### config.mk
export PLATFORM = sky130hd
export DESIGN_NAME = waveform_generator
export DESIGN_NICKNAME = d
export VERILOG_FILES = /design/src/rtl/waveform_pkg.sv /design/src/rtl/waveform_generator.sv
export SDC_FILE = /design/constraint.sdc
export NUM_CORES = 1
export LEC_CHECK = 0
export BUFFER_PORTS_ARGS = -buffer_cell sky130_fd_sc_hd__clkbuf_2
export CORE_ASPECT_RATIO = 0.7
export CORE_MARGIN = 1
export CORE_UTILIZATION = 54
export DETAILED_ROUTE_END_ITERATION = 16
export GPL_ROUTABILITY_DRIVEN = 0
export HOLD_SLACK_MARGIN = 0.05
export PLACE_DENSITY_LB_ADDON = 0.08
export SYNTH_ARGS = -nofsm -noshare
export SYNTH_HDL_FRONTEND = slang
export SYNTH_SLANG_ARGS = --single-unit
### constraint.sdc
create_clock -name clk -period 5.34 [get_ports clk]
set_input_delay 1.335 -clock clk [delete_from_list [all_inputs] [get_ports clk]]
set_output_delay 1.335 -clock clk [all_outputs]
set_load 0.05 [all_outputs]
### src/rtl/waveform_pkg.sv
// rtl/waveform_pkg.sv - shared enums for the programmable waveform generator
package waveform_pkg;

    typedef enum logic [1:0] {
        SAW_UP   = 2'd0,
        SAW_DOWN = 2'd1,
        TRIANGLE = 2'd2,
        SQUARE   = 2'd3
    } mode_t;

    typedef enum logic {
        UP   = 1'b0,
        DOWN = 1'b1
    } state_t;

endpackage

### src/rtl/waveform_generator.sv
// rtl/waveform_generator.sv - programmable sawtooth/triangle/square generator between lo..hi
module waveform_generator
    import waveform_pkg::*;
#(
    parameter int N = 8
) (
    input  logic         clk,
    input  logic         rst,
    input  logic         ena,
    input  logic         cfg_load,
    input  mode_t        mode_in,
    input  logic [N-1:0] lo_in,
    input  logic [N-1:0] hi_in,
    input  logic [N-1:0] step_in,
    output logic [N-1:0] out,
    output logic         dir,
    output logic         period,
    output logic         cfg_err
);

    localparam logic [N-1:0] ONE = {{(N-1){1'b0}}, 1'b1};

    mode_t        r_mode;
    logic [N-1:0] r_lo;
    logic [N-1:0] r_hi;
    logic [N-1:0] r_step;
    logic [N-1:0] r_out;
    state_t       r_dir;
    logic         r_period;
    logic         r_cfg_err;
    logic [N-1:0] r_cnt;

    // Sums are one bit wider so wrap/clamp decisions never see modular overflow.
    logic [N:0]   w_up_sum;
    logic [N:0]   w_lo_plus_step;
    logic [N-1:0] w_down_diff;
    logic         w_step_zero;
    logic [N-1:0] w_sq_half;
    logic         w_sq_last;

    assign w_up_sum       = {1'b0, r_out} + {1'b0, r_step};
    assign w_lo_plus_step = {1'b0, r_lo} + {1'b0, r_step};
    assign w_down_diff    = r_out - r_step;
    assign w_step_zero    = (r_step == '0);
    assign w_sq_half      = w_step_zero ? ONE : r_step;
    assign w_sq_last      = (r_cnt == (w_sq_half - ONE));

    always_ff @(posedge clk) begin
        if (rst) begin
            r_mode    <= SAW_UP;
            r_lo      <= '0;
            r_hi      <= '1;
            r_step    <= ONE;
            r_out     <= '0;
            r_dir     <= UP;
            r_period  <= 1'b0;
            r_cfg_err <= 1'b0;
            r_cnt     <= '0;
        end else if (cfg_load) begin
            r_mode    <= mode_in;
            r_lo      <= lo_in;
            r_hi      <= hi_in;
            r_step    <= step_in;
            r_out     <= lo_in;
            r_dir     <= UP;
            r_period  <= 1'b0;
            r_cfg_err <= (lo_in >= hi_in);
            r_cnt     <= '0;
        end else begin
            r_period <= 1'b0;
            if (ena && !r_cfg_err) begin
                case (r_mode)
                    SAW_UP: begin
                        r_dir <= UP;
                        if (!w_step_zero) begin
                            if (w_up_sum > {1'b0, r_hi}) begin
                                r_out    <= r_lo;
                                r_period <= 1'b1;
                            end else begin
                                r_out <= w_up_sum[N-1:0];
                            end
                        end
                    end
                    SAW_DOWN: begin
                        r_dir <= DOWN;
                        if (!w_step_zero) begin
                            if ({1'b0, r_out} < w_lo_plus_step) begin
                                r_out    <= r_hi;
                                r_period <= 1'b1;
                            end else begin
                                r_out <= w_down_diff;
                            end
                        end
                    end
                    TRIANGLE: begin
                        // Endpoints clamp exactly so a non-dividing step never overshoots.
                        if (!w_step_zero) begin
                            if (r_dir == UP) begin
                                if (w_up_sum >= {1'b0, r_hi}) begin
                                    r_out <= r_hi;
                                    r_dir <= DOWN;
                                end else begin
                                    r_out <= w_up_sum[N-1:0];
                                end
                            end else begin
                                if ({1'b0, r_out} <= w_lo_plus_step) begin
                                    r_out    <= r_lo;
                                    r_dir    <= UP;
                                    r_period <= 1'b1;
                                end else begin
                                    r_out <= w_down_diff;
                                end
                            end
                        end
                    end
                    SQUARE: begin
                        if (w_sq_last) begin
                            r_cnt <= '0;
                            if (r_dir == UP) begin
                                r_dir    <= DOWN;
                                r_out    <= r_hi;
                                r_period <= 1'b1;
                            end else begin
                                r_dir <= UP;
                                r_out <= r_lo;
                            end
                        end else begin
                            r_cnt <= r_cnt + ONE;
                        end
                    end
                endcase
            end
        end
    end

    assign out     = r_out;
    assign dir     = (r_dir == DOWN);
    assign period  = r_period;
    assign cfg_err = r_cfg_err;

endmodule

==> results of run 1 <==
-- cells in the mapped netlist, types with 7 or more instances --
cell and number:
sky130_fd_sc_hd__nor2_1 59, sky130_fd_sc_hd__ha_1 49, sky130_fd_sc_hd__mux2i_1 47, sky130_fd_sc_hd__dfxtp_1 45, sky130_fd_sc_hd__inv_1 37, sky130_fd_sc_hd__a21oi_1 35
sky130_fd_sc_hd__nand2_1 30, sky130_fd_sc_hd__o21ai_0 21, sky130_fd_sc_hd__nand3_1 17, sky130_fd_sc_hd__o211ai_1 15, sky130_fd_sc_hd__xnor2_1 15, sky130_fd_sc_hd__xor2_1 14
sky130_fd_sc_hd__nor3_1 13, sky130_fd_sc_hd__clkbuf_1 12, sky130_fd_sc_hd__nand4_1 10, sky130_fd_sc_hd__a21o_1 9, sky130_fd_sc_hd__a211oi_1 7, sky130_fd_sc_hd__nor2b_1 7
-- power breakdown --
group	internal, mW	switching, mW	leakage [nW]	total [mW]
clock network	0.225	0.152	0.0859	0.378
logic	0.235	0.348	1.67	0.583
registers	0.357	0.0471	0.371	0.404
total	0.817	0.547	2.12	1.36
-- final timing paths --
kind                           from                    to  slack, ps  cells past startpoint
max          r_step[4]$_SDFFE_PP0P_   out[3]$_SDFFE_PP0P_        640                     17
min            cfg_err$_SDFFE_PP0P_  cfg_err$_SDFFE_PP0P_        520                      2
max reg2reg  r_step[4]$_SDFFE_PP0P_   out[3]$_SDFFE_PP0P_        640                     17
min reg2reg    cfg_err$_SDFFE_PP0P_  cfg_err$_SDFFE_PP0P_        520                      2
-- cell type report --
cell class / instances / area share
Clock buffer: 5 / 0.0262
Clock inverter: 3 / 0.0105
Inverter: 38 / 0.0299
Multi-Input combinational cell: 434 / 0.673
Sequential cell: 45 / 0.189
Tap cell: 101 / 0.0265
Timing Repair Buffer: 42 / 0.0451
-- metal layers --
metal  vias to the layer above  global-route usage
li1                       2016                   -
met1                      1967               0.486
met2                       221               0.475
met3                         9              0.0983
met4                         0              0.0640
met5                         -                   0
-- stage by stage --
stage                     cell area, um2  std cells
after global placement              4600        660
after global routing                4780        668
final                               4780        668
after detailed placement            4600        660
after floorplan                     4380        543
after CTS                           4780        668
-- state kept, by name (all words and copies together), names as in the netlist --
register / cells
out: 8
r_cnt: 8
r_hi: 8
r_lo: 8
r_step: 8
r_mode: 2
cfg_err: 1
dir: 1
period: 1
-- cell families (layout without fill, tap and decap cells) --
group,count (synthesis),in the layout,share of synthesized area
buffers and inverters,64,88,0.0622
AO/OA/AOI/OAI,131,131,0.206
AND/OR/NAND/NOR,173,173,0.201
flip-flops,45,45,0.206
XOR/XNOR,29,29,0.0580
multiplexers,49,49,0.113
adder cells (fa/ha/maj),52,52,0.154
-- critical path, cell delays in order (launching register included) --
cell and delay, ps:
sky130_fd_sc_hd__dfxtp_1 550, sky130_fd_sc_hd__inv_1 150, sky130_fd_sc_hd__ha_1 520, sky130_fd_sc_hd__nor2_1 70
sky130_fd_sc_hd__a21oi_1 160, sky130_fd_sc_hd__nand3b_1 140, sky130_fd_sc_hd__o22ai_1 170, sky130_fd_sc_hd__xor2_1 240
sky130_fd_sc_hd__inv_1 100, sky130_fd_sc_hd__ha_1 210, sky130_fd_sc_hd__a2111oi_0 360, sky130_fd_sc_hd__o21ai_0 180
sky130_fd_sc_hd__o21ai_0 190, sky130_fd_sc_hd__nand4_1 580, sky130_fd_sc_hd__mux2i_1 270, sky130_fd_sc_hd__o221ai_1 230
sky130_fd_sc_hd__nor2_1 80, sky130_fd_sc_hd__o41ai_1 380
==> impl_results.md, run 1 <==
* Antenna violations before repair at 0
* Combined area of the multi-input logic cells at 3220 um2
* Worst clock skew on the final layout at 4.27 ps
* WL met3 at ~1400 um
* TritonCTS clock tree: done
* Placed wire-length estimate at 10300 um
* Normalized max-slew margin at 0.532
* Core Footprint at 7870 um2
* Post-synth EDFFs at 0
* Via-per-instance ratio at 6.31
* Area Overhead vs Synth at 8.96%
* Wirelength, routed at 13200 um
* Sum of overflow across all layers after global routing at 0
* Post-CTS sizing at 0
* Clk Latency, worst-skew pair at just under 300 ps
* Number of vias after detailed routing at 4213
* First-pass detailed-route iteration total at 5
* Leakage power at 2.12 nW
* Area of the mapped netlist at 4380 um2
* Final setup viols at 0
* Most frequent standard cell in the layout excluding fill and tap cells: sky130_fd_sc_hd__nor2_1
* Post-detailed-route DRC marker count at 0
* Final worst path period need at 4700 ps
* Cell taking the most area after synthesis: sky130_fd_sc_hd__dfxtp_1
* Max Used Layer: met4
* Final sum of negative setup slack at 0 ps
* Unrepaired setup endpoints after global routing: no
* Yosys synthesis warning count at 0
* Crit path DAT at 4870 ps
* Leading cell types by total area after synthesis: sky130_fd_sc_hd__dfxtp_1, sky130_fd_sc_hd__ha_1, sky130_fd_sc_hd__mux2i_1
* Wirelength per Cell at 19.8 um
* Pin count of the biggest net entering global routing at 29
* Wire length of the first global-routing pass at 21500 um
* Fraction of post-synthesis cell area in the top cell type by area at 0.206
* Site Rows at 27
* CTS Root Cell: sky130_fd_sc_hd__clkbuf_16
* Via count of the first global-routing pass at between 4000 and 5000
* Inserted Clock Buffers at 5
* Max Transition Viols Final at 0
* Max-cap check violation count at 0
* Maximum fanout count along the critical path at 11
* Horizontal extent of the die at 110 um
* Number of H-tree levels at 2
* Cell count after synthesis at 543
* Wire length on met1 at between 6000 and 7000 um
* Number of fill cells in the layout at 759
* DRC violation total after the first TritonRoute iteration at roughly 420
* Share of layout cells above drive strength 1 at 0.115
* Final clock period utilization by the worst path at 0.881
* Effective utilization at floorplan at 0.557
* Power density normalized to cell area at 286 nW/um2
* Hold Path Class: reg2reg
* Count of state elements after synthesis at between 40 and 50
* Highest ir drop seen on vdd at 0.151 mV
* Final Hold Slack at 521 ps
* Most used cells in the layout excluding fill and tap cells: sky130_fd_sc_hd__nor2_1, sky130_fd_sc_hd__ha_1, sky130_fd_sc_hd__mux2i_1, sky130_fd_sc_hd__dfxtp_1, sky130_fd_sc_hd__clkbuf_2
* Global-route usage over all layers at 0.331
* CTS hold repair buffers at 0
* Required @ worst endpoint at 5510 ps
* Maximum root-to-sink buffer count at 2
* Total power at around 1.4 mW
* Final net count at between 600 and 700
* Die Height at 77.4 um
* Post-CTS setup buffers at 0
* Measured slew at the worst slew-check pin at 700 ps
* Type of destination of the critical path: register
* Sequential Area at roughly 900 um2
* Area of the die at 8490 um2
* Share of the core filled with cells at 0.607
* Crit Path Class: reg2reg
* Ports at 41
* Distinct cell type count after synthesis at 67
* Outcome: finished, final reports clean
* Worst path setup slack after routing at 636 ps
* Sequential-to-total area share from yosys stat at 0.206
* Total nets after synthesis at about 630
* CP Launch Type: register
* Share of flip-flops with an asynchronous set or reset at 0
* Hold Violations, Final at 0
* Avg Synthesized Cell Area at 8.07 um2
* Clock sink count at 45
* Count of buffers from port buffering at 40
* Antenna fix cells at 0
* Met2 wirelength from detailed routing at 5440 um
* Highest attainable clock frequency at 213 MHz
* Worst-case setup slack after placement at 791 ps
* Clock-pin transition on the worst setup and hold timing paths at 70 ps
* Final ANT Viol Nets at 0
* Predominant post-synthesis flop cell: sky130_fd_sc_hd__dfxtp_1
Note: power is estimated with default switching activity, not from simulation.
==> run 2: changes to the inputs <==
Settings changed: CORE_ASPECT_RATIO 0.7 to default.
==> run 2 against run 1 <==
Die area barely moved. Clock skew rose by 8.7 ps. Maximum frequency rose by 2.7%. Design area fell by 1.3%. Final cell count rose by 0.15%. Worst setup slack improved by 120 ps. Sequential power barely moved. Register-to-register slack improved by 120 ps. Non-clock buffer count did not move. Via count fell by 1.6%. Clock power fell by 30%. Count of clock-buffer cells in the layout rose by 1.
==> impl_results.md, run 2 (synthesis gave the netlist of run 1 again) <==
* Outcome: finished, final reports clean
* Worst path cell trace: inv_1 > ha_1 > nor2_1 > a21oi_1 > nand3b_1 > o22ai_1 > xor2_1 > inv_1 > ha_1 > a2111oi_0 > o21ai_0 > o21ai_0 > nand4_1 > mux2i_1 > o22a_1 > o21ai_0 > o311a_1
* CTS hold repair buffers at 0
* Final sum of negative setup slack at 0 ps
* Critical Path Max Stage Delay at 600 ps
* Post-detailed-route DRC marker count at 0
* Cell Area, Placed at between 4000 and 5000 um2
* Area Overhead vs Synth at 7.54%
* Clock-pin transition on the worst setup and hold timing paths at 90 ps
* Highest ir drop seen on vdd at 0.130 mV
* Wire length on met1 at 5760 um
* Power density normalized to cell area at 262 nW/um2
* Crit path top cell by count: sky130_fd_sc_hd__o21ai_0
* Worst reg2reg path depth at 17
* Placed wire-length estimate at 9570 um
* Sum of overflow across all layers after global routing at 0
* Hold Path Class: reg2reg
* First-pass detailed-route iteration total at 5
* Internal Dissipation at 0.732 mW
* Capturing point of the worst reg2reg path: out[5]$_SDFFE_PP0P_
* Via-per-instance ratio at a little over 6
* Maximum fanout count along the critical path at 11
* Final clock period utilization by the worst path at 0.858
* CP Launch Type: register
* Combinational group share of total power at 0.459
* Inserted Clock Buffers at 5
* Leakage power at 2.09 nW
* Antenna fix cells at 0
* Pin count of the biggest net entering global routing at 38
* Share of layout cells above drive strength 1 at 0.113
* CTS Root Cell: sky130_fd_sc_hd__clkbuf_8
* Final ANT Viol Nets at 0
* Area of the die at between 8000 and 9000 um2
* Worst reg2reg startpoint: r_step[4]$_SDFFE_PP0P_
* Max Used Layer: met4
* Count of buffers from port buffering at 40
* Measured slew at the worst slew-check pin at approximately 730 ps
* Crit path DAT at 4790 ps
* Normalized max-slew margin at 0.511
* Final net count at about 650
* Number of vias after detailed routing at around 4100
* Crit Path Class: reg2reg
* Post-CTS sizing at 0
* Hold Violations, Final at 0
* Cell depth of the worst setup path at 17
* Die Height at between 90 and 100 um
* Number of H-tree levels at 2
* Share of total power in sequential cells at 0.326
* Wirelength, routed at 12300 um
* Slowest stage cell, crit path: sky130_fd_sc_hd__nand4_1
* DRC violation total after the first TritonRoute iteration at 295
* Met2 wirelength from detailed routing at 5390 um
* Site Rows at 32
* Setup slack of the most critical reg-to-reg path at between 700 and 800 ps
* Sequential Area at 901 um2
* Switching power at 0.504 mW
* Maximum root-to-sink buffer count at 2
* Switching part of the total at 0.408
* Hold Crit Start: cfg_err$_SDFFE_PP0P_
* Clk Latency, worst-skew pair at a little over 300 ps
* Max Transition Viols Final at 0
* Ports at 41
* Via count of the first global-routing pass at 4036
* Combined area of the multi-input logic cells at 3220 um2
* Required @ worst endpoint at 5550 ps
* Unrepaired setup endpoints after global routing: no
* Worst clock skew on the final layout at 12.9 ps
* Cell depth of the worst hold path at 2
* Final setup viols at 0
* Horizontal extent of the die at 92.1 um
* Number of fill cells in the layout at ~720
* WL met3 at between 700 and 800 um
* Max-cap check violation count at 0
* Clock sink count at 45
* Global-route usage over all layers at 0.308
* Core Footprint at slightly below 8000 um2
* Total buffers and inverters traversed by the critical path at 2
* Highest attainable clock frequency at around 220 MHz
* Wire length of the first global-routing pass at 20500 um
* TritonCTS clock tree: done
* End point of the worst hold path: cfg_err$_SDFFE_PP0P_
* Final cell area excluding filler cells at 4710 um2
* Type of destination of the critical path: register
* Post-CTS setup buffers at 0
* Most frequent standard cell in the layout excluding fill and tap cells: sky130_fd_sc_hd__nor2_1
* Top cell family by delay on the critical path: compound AO/OA/AOI/OAI gates
* Final worst path period need at between 4000 and 5000 ps
* Wirelength per Cell at between 15 and 20 um
* Antenna violations before repair at 0
* Clock share of power at 0.215
* Most used cells in the layout excluding fill and tap cells: sky130_fd_sc_hd__nor2_1, sky130_fd_sc_hd__ha_1, sky130_fd_sc_hd__mux2i_1, sky130_fd_sc_hd__dfxtp_1, sky130_fd_sc_hd__clkbuf_2
* Effective utilization at floorplan at 0.561
==> run 2: cell type report <==
class	instances	area share
multi-input cells	434	0.682
flip-flops and latches	45	0.191
repair buffers	42	0.0457
inverters	38	0.0303
well taps	102	0.0271
clock buffers	6	0.0154
clock inverters	2	0.00823
==> run 2: per-layer routing <==
| layer | track usage | up-vias |
|---|---|---|
| li1 | - | 2018 |
| met1 | 0.420 | 1940 |
| met2 | 0.494 | 160 |
| met3 | 0.0406 | 28 |
| met4 | 0.115 | 0 |
| met5 | 0 | - |
==> run 2: per-stage QoR <==
| stage | hold slack, ps | power, mW | cells | utilization | setup WS (ps) |
|---|---|---|---|---|---|
| 2_1_floorplan | 489 | 0.834 | 543 | - | 1460 |
| 3_3_place_gp | 528 | 0.958 | 661 | 0.589 | 1080 |
| 3_5_place_dp | 531 | 0.965 | 661 | 0.589 | 914 |
| 4_1_cts | 550 | 1.23 | 669 | 0.604 | 887 |
| 5_1_grt | 581 | 1.32 | 669 | 0.604 | 301 |
| 6_report | 547 | 1.24 | 669 | 0.604 | 758 |
==> run 2: worst max path at each step <==
stage	start	end	slack, ps
after floorplan	out[2]$_SDFFE_PP0P_	out[3]$_SDFFE_PP0P_	1460
after global placement	r_step[3]$_SDFFE_PP0P_	out[5]$_SDFFE_PP0P_	1080
after detailed placement	r_step[3]$_SDFFE_PP0P_	out[5]$_SDFFE_PP0P_	910
after CTS	r_step[3]$_SDFFE_PP0P_	out[5]$_SDFFE_PP0P_	890
after global routing	r_step[4]$_SDFFE_PP0P_	out[2]$_SDFFE_PP0P_	300
final	r_step[4]$_SDFFE_PP0P_	out[5]$_SDFFE_PP0P_	760
==> run 2: power groups by stage <==
stage               registers (mW)  logic [mW]  clock network, mW
detailed placement           0.409       0.555                  0
global placement             0.409       0.549                  0
floorplan                    0.417       0.417                  0
global route                 0.405       0.625              0.287
CTS                          0.401       0.560              0.273
finish                       0.402       0.567              0.266
==> run 2: worst min-delay path, delay by kind of cell, from the launching register on <==
kind,cells,cell delay (ps)
DFF,1,350
and+or+nand+nor,2,160
==> run 3: changes to the inputs <==
Settings changed: ABC_AREA from default to 1.
==> run 3 against run 2 <==
Sequential share of layout area decreased by 0.27 points. Combinational power increased by 5.5%. Critical path depth increased by 3. Maximum frequency increased by 18%. Hold slack got worse by 47 ps. Core utilization increased by 0.85 points. Flip-flop and latch count unchanged. Clock power decreased by 2%. Final cell count increased by 23%. Global-route usage increased by 0.95 points.
==> impl_results.md, run 3 <==
* Cell taking the most area after synthesis: sky130_fd_sc_hd__dfxtp_1
* Final cell area excluding filler cells at 4780 um2
* Area of the mapped netlist at 4430 um2
* Share of layout cells above drive strength 1 at 0.0999
* Maximum fanout count along the critical path at 9
* Switching power at around 0.57 mW
* Cell depth of the worst hold path at 2
* Clock sink count at 45
* First-pass detailed-route iteration total at 7
* Cell Area, Placed at 4680 um2
* Count of state elements after synthesis at 45
* Final sum of negative setup slack at 0 ps
* Clock share of power at 0.209
* TritonCTS clock tree: done
* Die Height at 92.5 um
* Outcome: finished, final reports clean
* Sequential-to-total area share from yosys stat at 0.204
* CP Launch Type: register
* Launch point of the critical path: r_step[2]$_SDFFE_PP0P_
* Area Overhead vs Synth at 8.00%
* Most used cells in the layout excluding fill and tap cells: sky130_fd_sc_hd__nand2_1, sky130_fd_sc_hd__inv_1, sky130_fd_sc_hd__a21oi_1, sky130_fd_sc_hd__nor2_1, sky130_fd_sc_hd__ha_1
* CTS hold repair buffers at 0
* Inserted Clock Buffers at 5
* Non-filler instance count after layout at 823
* Most frequent standard cell in the layout excluding fill and tap cells: sky130_fd_sc_hd__nand2_1
* Clock-pin transition on the worst setup and hold timing paths at about 90 ps
* Worst clock skew on the final layout at 6.30 ps
* Share of flip-flops with an asynchronous set or reset at 0
* Post-CTS setup buffers at 0
* Wirelength per Cell at 16.0 um
* Core Footprint at 7810 um2
* CTS Root Cell: sky130_fd_sc_hd__clkbuf_8
* Leading cell types by total area after synthesis: sky130_fd_sc_hd__dfxtp_1, sky130_fd_sc_hd__ha_1, sky130_fd_sc_hd__nand2_1
* Antenna violations before repair at 0
* Worst reg2reg path depth at 20
* Fraction of post-synthesis cell area in the top cell type by area at 0.204
* Hold Path Class: reg2reg
* Max-cap check violation count at 0
* Avg Synthesized Cell Area at between 6 and 7 um2
* Antenna fix cells at 0
* Site Rows at 32
* Cell count after synthesis at 690
* Library cell with the highest instance count after synthesis: sky130_fd_sc_hd__nand2_1
* Share of the core filled with cells at 0.612
* Power density normalized to cell area at about 260 nW/um2
* Switching part of the total at 0.453
* Combinational group share of total power at 0.477
* Final worst path period need at between 3000 and 4000 ps
* Wire length of the first global-routing pass at 21400 um
* Ports at 41
* Total nets after synthesis at 772
* Setup slack of the most critical reg-to-reg path at about 1500 ps
* Worst-case setup slack after placement at about 1600 ps
* Normalized max-slew margin at 0.487
* Total power at 1.25 mW
* Hold Violations, Final at 0
* Final Hold Slack at 499 ps
* Final ANT Viol Nets at 0
* Capturing point of the worst reg2reg path: out[4]$_SDFFE_PP0P_
* Required @ worst endpoint at 5570 ps
* Number of instances in the placed design at 816
* DRC violation total after the first TritonRoute iteration at 519
* Type of destination of the critical path: register
* Post-detailed-route DRC marker count at 0
* Leakage power at ~2.5 nW
* Distinct cell type count after synthesis at 41
* Worst path setup slack after routing at around 1500 ps
* Highest ir drop seen on vdd at 0.124 mV
* End point of the worst hold path: r_cnt[0]$_SDFFE_PP0P_
* Number of vias after detailed routing at around 4700
* Sum of overflow across all layers after global routing at 0
* Maximum root-to-sink buffer count at 2
* Count of buffers from port buffering at 40
* Hold Crit Start: r_cnt[0]$_SDFFE_PP0P_
* Effective utilization at floorplan at 0.567
* Highest attainable clock frequency at 259 MHz
* Share of total power in sequential cells at 0.314
* Via-per-instance ratio at 5.76
* Wirelength, routed at 13200 um
* Final net count at 803
* Yosys synthesis warning count at 0
* Measured slew at the worst slew-check pin at 767 ps
* Predominant post-synthesis flop cell: sky130_fd_sc_hd__dfxtp_1
* Post-synth EDFFs at 0
* Horizontal extent of the die at 92.5 um
* Number of H-tree levels at 2
* Post-CTS sizing at 0
* Global-route usage over all layers at 0.318
* Final setup viols at 0
* Placed wire-length estimate at 10500 um
* Pin count of the biggest net entering global routing at 30
* Via count of the first global-routing pass at about 4400
* Post-synth top cells: sky130_fd_sc_hd__nand2_1, sky130_fd_sc_hd__inv_1, sky130_fd_sc_hd__a21oi_1, sky130_fd_sc_hd__nor2_1, sky130_fd_sc_hd__ha_1
* Max Transition Viols Final at 0
* Final clock period utilization by the worst path at 0.724
* Unrepaired setup endpoints after global routing: no
* Internal Dissipation at ~0.69 mW
* Worst reg2reg startpoint: r_step[2]$_SDFFE_PP0P_
* Crit path DAT at 4100 ps
* Area of the die at 8560 um2
* Clk Latency, worst-skew pair at 310 ps
* Crit Path Class: reg2reg
## run 3: changes by cell type in the layout (fill, tap and decap cells not counted), sizes merged, moves of 7 or more
cell / delta
o211ai: -8
o21ai: +23
a21o: -9
xnor2: -9
a21oi: +31
inv: +70
xor2: +8
nor2b: -7
mux2i: -47
nand4: +11
nand3: +28
nand2: +134
## run 3: kinds of logic after synthesis
group,synth area share
AO/OA/AOI/OAI,0.165
XOR/XNOR,0.0554
AND/OR/NAND/NOR,0.312
flip-flops,0.204
adder cells (fa/ha/maj),0.152
buffers and inverters,0.112
## run 3: worst max path at each step
stage,slack [ps],depth (start not counted),end
6_report,1470,20,out[4]$_SDFFE_PP0P_
5_1_grt,1210,20,out[6]$_SDFFE_PP0P_
4_1_cts,1590,20,out[5]$_SDFFE_PP0P_
3_5_place_dp,1600,20,out[5]$_SDFFE_PP0P_
3_3_place_gp,1660,20,out[6]$_SDFFE_PP0P_
2_1_floorplan,2040,20,out[5]$_SDFFE_PP0P_
## run 3: power groups by stage
stage	registers [mW]	logic [mW]	clock network, mW
after detailed placement	0.400	0.577	0
after floorplan	0.419	0.407	0
after global routing	0.395	0.662	0.274
after global placement	0.400	0.568	0
final	0.393	0.598	0.262
after CTS	0.392	0.582	0.262
## run 3: area by class of cell
cell class	count	area, um2
fill	769	3030
sequential	45	901
clock buffer	5	68.8
timing repair buffer	41	208
clock inverter	2	35.0
tap	102	128
inverter	109	409
multi-input combinational	519	3030
## run 3: layer usage
| layer | global-route usage | vias to the layer above | share of wire |
|---|---|---|---|
| met3 | 0.0517 | 29 | 0.088 |
| met1 | 0.432 | 2162 | 0.44 |
| met4 | 0.0964 | 0 | 0.024 |
| met2 | 0.514 | 226 | 0.45 |
| met5 | 0 | - | 0 |
| li1 | - | 2321 | - |
## run 3: worst max-delay path, cell delays in order (launching register included)
cell	delay, ps
sky130_fd_sc_hd__dfxtp_1	470
sky130_fd_sc_hd__inv_1	130
sky130_fd_sc_hd__ha_1	430
sky130_fd_sc_hd__inv_1	120
sky130_fd_sc_hd__nand3_1	90
sky130_fd_sc_hd__nand2_1	150
sky130_fd_sc_hd__a21oi_1	190
sky130_fd_sc_hd__xor2_1	410
sky130_fd_sc_hd__ha_1	210
sky130_fd_sc_hd__nand2_1	50
sky130_fd_sc_hd__inv_1	60
sky130_fd_sc_hd__nand3_1	60
sky130_fd_sc_hd__nor3_1	220
sky130_fd_sc_hd__nand3_1	280
sky130_fd_sc_hd__nand4_2	330
sky130_fd_sc_hd__nand2_1	100
sky130_fd_sc_hd__a21oi_1	130
sky130_fd_sc_hd__nand2_1	60
sky130_fd_sc_hd__nand3_1	60
sky130_fd_sc_hd__nand2_1	50
sky130_fd_sc_hd__a21oi_1	170
